## src/rtl/scan_pkg.sv

```systemverilog
// Shared types and constants for the scan chain controller.
// Holds the FSM state encoding and the minimum legal chain length.
package scan_pkg;

  typedef enum logic [1:0] {
    IDLE  = 2'd0,
    CAPT  = 2'd1,
    SHIFT = 2'd2,
    UPD   = 2'd3
  } scan_state_t;

  localparam int MIN_CHAIN_LEN = 2;

endpackage

```

## src/rtl/scan_shift_reg.sv

```systemverilog
// Parallel-load, right-shifting register with serial input at the MSB.
// Ports: cp clock, cd async clear (low), load/din parallel load, shift/si serial shift, q contents.
module scan_shift_reg #(
  parameter int W = 16
) (
  input  logic         cp,
  input  logic         cd,
  input  logic         load,
  input  logic         shift,
  input  logic [W-1:0] din,
  input  logic         si,
  output logic [W-1:0] q
);

  always_ff @(posedge cp or negedge cd) begin
    if (!cd) begin
      q <= '0;
    end else if (load) begin
      q <= din;
    end else if (shift) begin
      q <= {si, q[W-1:1]};
    end
  end

endmodule

```

## src/rtl/scan_chain_ctrl.sv

```systemverilog
// Scan chain controller: runs capture, CHAIN_LEN shifts and update per start request.
// Ports: cp/cd clock and async clear, start/abort requests, wr_data load pattern,
// chain_so/chain_si serial link, chain_ce/se/ue phase enables, busy/done/aborted status,
// rd_valid/rd_data readback. Define SCAN_PARITY_EN to add the rd_parity output.
module scan_chain_ctrl
  import scan_pkg::*;
#(
  parameter int CHAIN_LEN = 16,
  parameter int CNT_W     = $clog2(CHAIN_LEN + 1)
) (
  input  logic                 cp,
  input  logic                 cd,
  input  logic                 start,
  input  logic                 abort,
  input  logic [CHAIN_LEN-1:0] wr_data,
  input  logic                 chain_so,
  output logic                 chain_si,
  output logic                 chain_ce,
  output logic                 chain_se,
  output logic                 chain_ue,
  output logic                 busy,
  output logic                 done,
  output logic                 aborted,
  output logic                 rd_valid,
`ifdef SCAN_PARITY_EN
  output logic                 rd_parity,
`endif
  output logic [CHAIN_LEN-1:0] rd_data
);

  if (CHAIN_LEN < MIN_CHAIN_LEN) begin : g_bad_len
    $error("scan_chain_ctrl: CHAIN_LEN below minimum");
  end

  scan_state_t          state;
  logic [CNT_W-1:0]     cnt;
  logic [CHAIN_LEN-1:0] sr;
  logic                 load;
  logic                 shift;
  logic                 last;

  assign load  = (state == IDLE) && start;
  assign shift = (state == SHIFT);
  assign last  = (cnt == CNT_W'(CHAIN_LEN - 1));

  // se is a register cleared by cd, so si drops with it asynchronously
  assign chain_si = chain_se & sr[0];
  assign rd_data  = sr;

  scan_shift_reg #(
    .W(CHAIN_LEN)
  ) u_sr (
    .cp   (cp),
    .cd   (cd),
    .load (load),
    .shift(shift),
    .din  (wr_data),
    .si   (chain_so),
    .q    (sr)
  );

`ifdef SCAN_PARITY_EN
  always_ff @(posedge cp or negedge cd) begin
    if (!cd) begin
      rd_parity <= 1'b0;
    end else if (load) begin
      rd_parity <= 1'b0;
    end else if (state == UPD) begin
      // sr is stable during UPD, so this matches rd_data once rd_valid rises
      rd_parity <= ^sr;
    end
  end
`endif

  always_ff @(posedge cp or negedge cd) begin
    if (!cd) begin
      state    <= IDLE;
      cnt      <= '0;
      chain_ce <= 1'b0;
      chain_se <= 1'b0;
      chain_ue <= 1'b0;
      busy     <= 1'b0;
      done     <= 1'b0;
      aborted  <= 1'b0;
      rd_valid <= 1'b0;
    end else begin
      chain_ce <= 1'b0;
      chain_ue <= 1'b0;
      done     <= 1'b0;
      aborted  <= 1'b0;
      unique case (state)
        IDLE: begin
          if (start) begin
            state    <= CAPT;
            cnt      <= '0;
            rd_valid <= 1'b0;
            chain_ce <= 1'b1;
            busy     <= 1'b1;
          end
        end
        CAPT: begin
          state    <= SHIFT;
          chain_se <= 1'b1;
        end
        SHIFT: begin
          cnt <= cnt + CNT_W'(1);
          if (abort) begin
            state    <= IDLE;
            chain_se <= 1'b0;
            busy     <= 1'b0;
            aborted  <= 1'b1;
          end else if (last) begin
            state    <= UPD;
            chain_se <= 1'b0;
            chain_ue <= 1'b1;
          end
        end
        UPD: begin
          state    <= IDLE;
          busy     <= 1'b0;
          done     <= 1'b1;
          rd_valid <= 1'b1;
        end
        default: begin
          state <= IDLE;
        end
      endcase
    end
  end

endmodule

```

## config.mk

```make
export PLATFORM = sky130hd
export DESIGN_NAME = scan_chain_ctrl
export DESIGN_NICKNAME = d
export VERILOG_FILES = /design/src/rtl/scan_pkg.sv /design/src/rtl/scan_shift_reg.sv /design/src/rtl/scan_chain_ctrl.sv
export SDC_FILE = /design/constraint.sdc
export NUM_CORES = 1
export LEC_CHECK = 0
export ABC_AREA = 1
export BUFFER_PORTS_ARGS = -buffer_cell sky130_fd_sc_hd__buf_2
export CAP_MARGIN = 20
export CORE_MARGIN = 4
export CORE_UTILIZATION = 24
export DETAILED_ROUTE_END_ITERATION = 16
export MAX_ROUTING_LAYER = met4
export PLACE_DENSITY = 0.53
export SKIP_LAST_GASP = 1
export SYNTH_ARGS = -nofsm -noshare
export SYNTH_HDL_FRONTEND = slang
export SYNTH_SLANG_ARGS = --single-unit
```

## constraint.sdc

```tcl
create_clock -name cp -period 2 [get_ports cp]
set_input_delay 0.4 -clock cp [delete_from_list [all_inputs] [get_ports cp]]
set_output_delay 0.4 -clock cp [all_outputs]
set_load 0.05 [all_outputs]
```

# [Yosys cells after proc, flatten, opt, wreduce, memory -nomap -nowiden]
# Index checks and enable logic that the tools add are counted.
[totals] reg_bits=30 in_bits=21 word_cells=55
[op_classes] n_addsub=1 eq_ne=7 n_mux=24 bitwise=1 reduce_logical=12
[ops] op="16-bit two-way mux" count=2
[ops] op="1-bit two-way mux" count=13
[ops] op="5-bit case mux with 2 select lines" count=1
[ops] op="2-bit case mux with 4 select lines" count=1
[ops] op="2-bit AND reduction" count=4
[ops] op="2-bit nonzero test" count=4
[ops] op="2-bit two-way mux" count=3
[ops] op="5-bit by 1-bit adder with 5-bit output, second input constant" count=1
[ops] op="5-bit by 4-bit equality test with 1-bit output, second input constant" count=1
[ops] op="5-bit two-way mux" count=1
[ops] op="2-bit equality test, second input constant" count=2
[ops] op="2-bit inequality test, second input constant" count=2
[ops] op="1-bit case mux with 2 select lines" count=2
[ops] op="3-bit by 2-bit inequality test with 1-bit output, second input constant" count=1
[ops] op="1-bit case mux with 3 select lines" count=1
[ops] op="3-bit AND reduction" count=1
[ops] op="3-bit nonzero test" count=1
[ops] op="2-bit by 1-bit equality test with 1-bit output, second input constant" count=1
[ops] op="2-bit zero test" count=1
[ops] op="1-bit AND" count=1
[ops] op="1-bit logical AND" count=1

# [Longest topological paths before layout]
[logic_depth] ltp_word=4 depth_mapped=9

# [Modules after synthesis]
# From an unflattened synthesis, not the netlist that was laid out.
[unflattened] cells_unflattened=168 area_unflattened_um2=1478.9
[modules_own_cells] module="scan_shift_reg" instances=1 cells_per_inst=88 area_each_um2=762.0
[modules_own_cells] module="scan_chain_ctrl" instances=1 cells_per_inst=80 area_each_um2=716.9

# [Worst setup path after synthesis]
# No wires, ideal clock.
[synth_path] kind="register to output" from="register chain_se" to="output port chain_si" t_arrival_ns=1.044 required_time_ns=1.600 path_slack_ns=0.556 path_stages_with_launch=3 path_cell_list="dfrtp_1 -> nand2_1 -> inv_1"
[synth_between] elab_chain_len=1
[synth_lines] element="from (decl)" line_no="scan_chain_ctrl.sv:19" source="output logic chain_se,"
[synth_lines] element="from (signal assigned)" line_no="scan_chain_ctrl.sv:80" source="chain_se <= 1'b0;"
[synth_lines] element="from (signal assigned)" line_no="scan_chain_ctrl.sv:103" source="chain_se <= 1'b1;"
[synth_lines] element="from (signal assigned)" line_no="scan_chain_ctrl.sv:109" source="chain_se <= 1'b0;"
[synth_lines] element="1-bit AND" line_no="scan_chain_ctrl.sv:47" source="assign chain_si = chain_se & sr[0];"
[synth_lines] element="to (decl)" line_no="scan_chain_ctrl.sv:17" source="output logic chain_si,"
# Every way passes these cells.

# [Worst setup path after layout]
[layout_path] from="register state[0]" to="register chain_se"
[layout_between] elab_chain_len=3 elab_cells_between_ends=6 cone_classes="eq/ne (3); mux (1); reduce/logical (2)"
[layout_lines] element="from (decl)" line_no="scan_chain_ctrl.sv:35" source="scan_state_t state;"
[layout_lines] element="from (signal assigned)" line_no="scan_chain_ctrl.sv:77" source="state <= IDLE;"
[layout_lines] element="from (signal assigned)" line_no="scan_chain_ctrl.sv:94" source="state <= CAPT;"
[layout_lines] element="from (signal assigned)" line_no="scan_chain_ctrl.sv:102" source="state <= SHIFT;"
[layout_lines] element="2-bit equality test or 2-bit by 1-bit equality test with 1-bit output (tied branches)" line_no="scan_chain_ctrl.sv:91" source="unique case (state)"
[layout_lines] element="3-bit by 2-bit inequality test with 1-bit output (no line) or 2-bit nonzero test (tied branches)"
[layout_lines] element="2-bit AND reduction (no line)"
[layout_lines] element="to (signal assigned)" line_no="scan_chain_ctrl.sv:103"
[layout_lines] element="to (signal assigned)" line_no="scan_chain_ctrl.sv:109"
[layout_lines] element="to (signal assigned)" line_no="scan_chain_ctrl.sv:114" source="chain_se <= 1'b0;"
# Several ways; a longest one is shown, not always the timed one.
# A chain may end at the register's enable or synchronous reset.

==> impl_metrics.env <==
export IMPL_status="completed"
export IMPL_reg2reg_to="chain_se$_DFFE_PN0P_"
export IMPL_io_buffers=44
export IMPL_ctsResizeCount=0
export IMPL_syn_area_sq_um=1460
export IMPL_crit_type="flip-flop to flip-flop"
export IMPL_ys_seq_area_frac=0.515
export IMPL_slowest_delay_ns=0.41
export IMPL_synthAdderAreaFrac=0.0601
export IMPL_ff2ff_path_depth=8
export IMPL_place_congestion=0.810
export IMPL_cts_setup_buffers=0
export IMPL_clk_latency_ns=0.28
export IMPL_crit_top_cell="nand2_1"
export IMPL_max_cap_violations=0
export IMPL_finalCriticalPeriod_ns=1.55
export IMPL_hold_ws_ns=0.164
export IMPL_diodes=0
export IMPL_finalNetCount=243
export IMPL_die_area_sq_um=7380
export IMPL_peakVddDrop_mv=0.745
export IMPL_synth_compound_gate_area_share=0.138
export IMPL_cts_inserted_buffers=5
export IMPL_cts_tree="done"
export IMPL_p_leak_uw=0.000914
export IMPL_holdBufCountCts=0
export IMPL_num_fill_cells=638
export IMPL_synth_top_family_by_area="simple AND/OR/NAND/NOR gates"
export IMPL_cts_sink_count=30
export IMPL_ys_types=18
export IMPL_tightest_slew_ns=0.687
export IMPL_synth_xor_xnor_area_share=0
export IMPL_dieHeight_um=85.9
export IMPL_path_clk_slew_ns=0.06
export IMPL_wire_per_inst_um=12.3
export IMPL_required_ns=2.20
export IMPL_route_detailed_drc=0
export IMPL_min_period_over_period=0.773
export IMPL_r2r_start="state[0]$_DFFE_PN0P_"
export IMPL_routed_via_count=1253
export IMPL_first_iter_violations=79
export IMPL_synth_area_leaders="dfrtp_1 52%, a21oi_1 12%, nand2_1 10%"
export IMPL_syn_area_per_cell_sq_um=8.67
export IMPL_ys_ff_latch=30
export IMPL_critical_path_arrival_ns=1.75
export IMPL_min_path_type="input pin to asynchronous set/reset pin"
export IMPL_drt_first_pass_iters=4
export IMPL_dp_slack_ns=0.464
export IMPL_grt_overflow=0
export IMPL_fp_dieW_um=85.9
export IMPL_cp_end_kind="flip-flop"
export IMPL_start_util=0.246
export IMPL_first_global_vias=1288
export IMPL_cp_top_family="flip-flops"
export IMPL_final_hold_violation_count=0
export IMPL_muxShareOfSynthArea=0
export IMPL_synth_net_count=196
export IMPL_clockBufferDepth=2
export IMPL_report_final_setup_viol=0
export IMPL_crit_chain="inv_1, ha_1, inv_4, nor2_2, nand2_1, nand2_1, nand2_1, o21ai_1"
export IMPL_antenna_found_initial=0
export IMPL_ff2ff_setup_slack_ns=0.45
export IMPL_tns_ns=0
export IMPL_htreeDepth=2
export IMPL_slew_viol_final=0
export IMPL_synth_area_leader_cell="dfrtp_1"
export IMPL_ys_warn_count=0
export IMPL_synth_simple_gate_area_share=0.191
export IMPL_ant_nets=0
export IMPL_slew_headroom=0.542
export IMPL_skew_ns=0.00387
export IMPL_layout_drive_gt1_share=0.273
export IMPL_grt_pass1_wl_um=6070
export IMPL_wl_um=3580
export IMPL_cp_max_fo=19
export IMPL_grt_max_degree=31
export IMPL_detailed_place_hpwl_um=2510
export IMPL_crit_slowest_cell="dfrtp_1"
export IMPL_p_per_area_nw_per_um2=1970
export IMPL_rows=28
export IMPL_syn_inst=168
export IMPL_io_pins=45
export IMPL_area_growth_pct=24.2
export IMPL_grt_use_total=0.107
export IMPL_critical_path_buf_inv_count=2
export IMPL_synth_top_cell_area_share=0.515
export IMPL_crit_path_start_kind="flip-flop"
export IMPL_timing_fmax_mhz=647
export IMPL_worst_slack_ns=0.454
export IMPL_rsz0062_at_grt="false"
export IMPL_core_area_sq_um=5920
export IMPL_cts_root_buf="clkbuf_8"
export IMPL_vias_per_cell=4.31
-- where the power goes --
part / switching, uW / internal (uW)
registers: 207 / 883
logic: 1460 / 513
clock network: 218 / 277
-- sequential cells by signal (all words and copies together), names as in the netlist --
name / flops
chain_se: 1
rd_valid: 1
chain_ce: 1
cnt: 5
aborted: 1
busy: 1
done: 1
state: 2
u_sr.q: 16
chain_ue: 1
-- cells in the mapped netlist, drive strengths merged --
cell type	instances
buf	7
a21oi	34
clkinv	1
a22o	1
dfrtp	30
ha	7
inv	14
nand2	40
nor2	22
nand3	8
o21ai	3
o22ai	1
-- worst register-to-register path, stage by stage, from the launching register on --
cell and delay (ns):
dfrtp_1 0.41, inv_1 0.14, ha_1 0.32, inv_4 0.16
nor2_2 0.13, nand2_1 0.08, nand2_1 0.11, nand2_1 0.06
o21ai_1 0.07
-- area by class of cell --
type / count / area [sq um] / share of cell area
multi-input combinational: 116 / 567 / 0.313
clock buffer: 7 / 86.3 / 0.0477
timing repair buffer: 47 / 243 / 0.134
sequential: 30 / 751 / 0.415
tap: 75 / 93.8 / 0.0519
clock inverter: 1 / 5.00 / 0.00277
inverter: 15 / 63.8 / 0.0353
-- worst max-delay path by stage --
stage / end / depth (start not counted) / slack, ns / start
global placement: chain_se$_DFFE_PN0P_ / 8 / 0.46 / state[0]$_DFFE_PN0P_
global route: chain_se$_DFFE_PN0P_ / 8 / 0.27 / state[0]$_DFFE_PN0P_
finish: chain_se$_DFFE_PN0P_ / 8 / 0.45 / state[0]$_DFFE_PN0P_
detailed placement: chain_se$_DFFE_PN0P_ / 8 / 0.46 / state[0]$_DFFE_PN0P_
floorplan: chain_si / 2 / 0.56 / chain_se$_DFFE_PN0P_
CTS: chain_se$_DFFE_PN0P_ / 8 / 0.44 / state[0]$_DFFE_PN0P_
-- metal layers --
| metal | vias up | GRT usage | wire length (um) |
|---|---|---|---|
| li1 | 638 | - | - |
| met1 | 571 | 0.142 | 1790 |
| met2 | 36 | 0.155 | 1510 |
| met3 | 8 | 0.0298 | 208 |
| met4 | 0 | 0.0403 | 59 |
| met5 | - | - | 0 |
-- through the flow --
| step | total power [uW] | cell area, sq um | utilization | cells |
|---|---|---|---|---|
| 3_5_place_dp | 3070 | 1720 | 0.290 | 283 |
| 2_1_floorplan | 2660 | 1460 | - | 168 |
| 4_1_cts | 3600 | 1810 | 0.306 | 291 |
| 6_report | 3560 | 1810 | 0.306 | 291 |
| 3_3_place_gp | 3060 | 1720 | 0.290 | 283 |
| 5_1_grt | 3830 | 1810 | 0.306 | 291 |
-- kinds of logic (layout without fill, tap and decap cells) --
group,Yosys count,in the layout
buffers and inverters,22,70
DFF,30,30
and+or+nand+nor,70,70
adders and majority gates,7,7
AOI/OAI and AO/OA,39,39
-- placed cells by master, fill, tap and decap left out --
master and n:
o21ai_1 2, clkinv_4 1, buf_4 3, clkbuf_1 1
a22o_2 1, nor2_2 1, nor2_1 21, ha_1 7
clkinv_2 1, buf_2 44, dfrtp_1 30, clkbuf_8 6
inv_4 1, inv_1 13, nand3_1 8, o22ai_1 1
o21ai_0 1, nand2_1 39, nand2_2 1, a21oi_1 34
(Power assumes the default switching activity.)
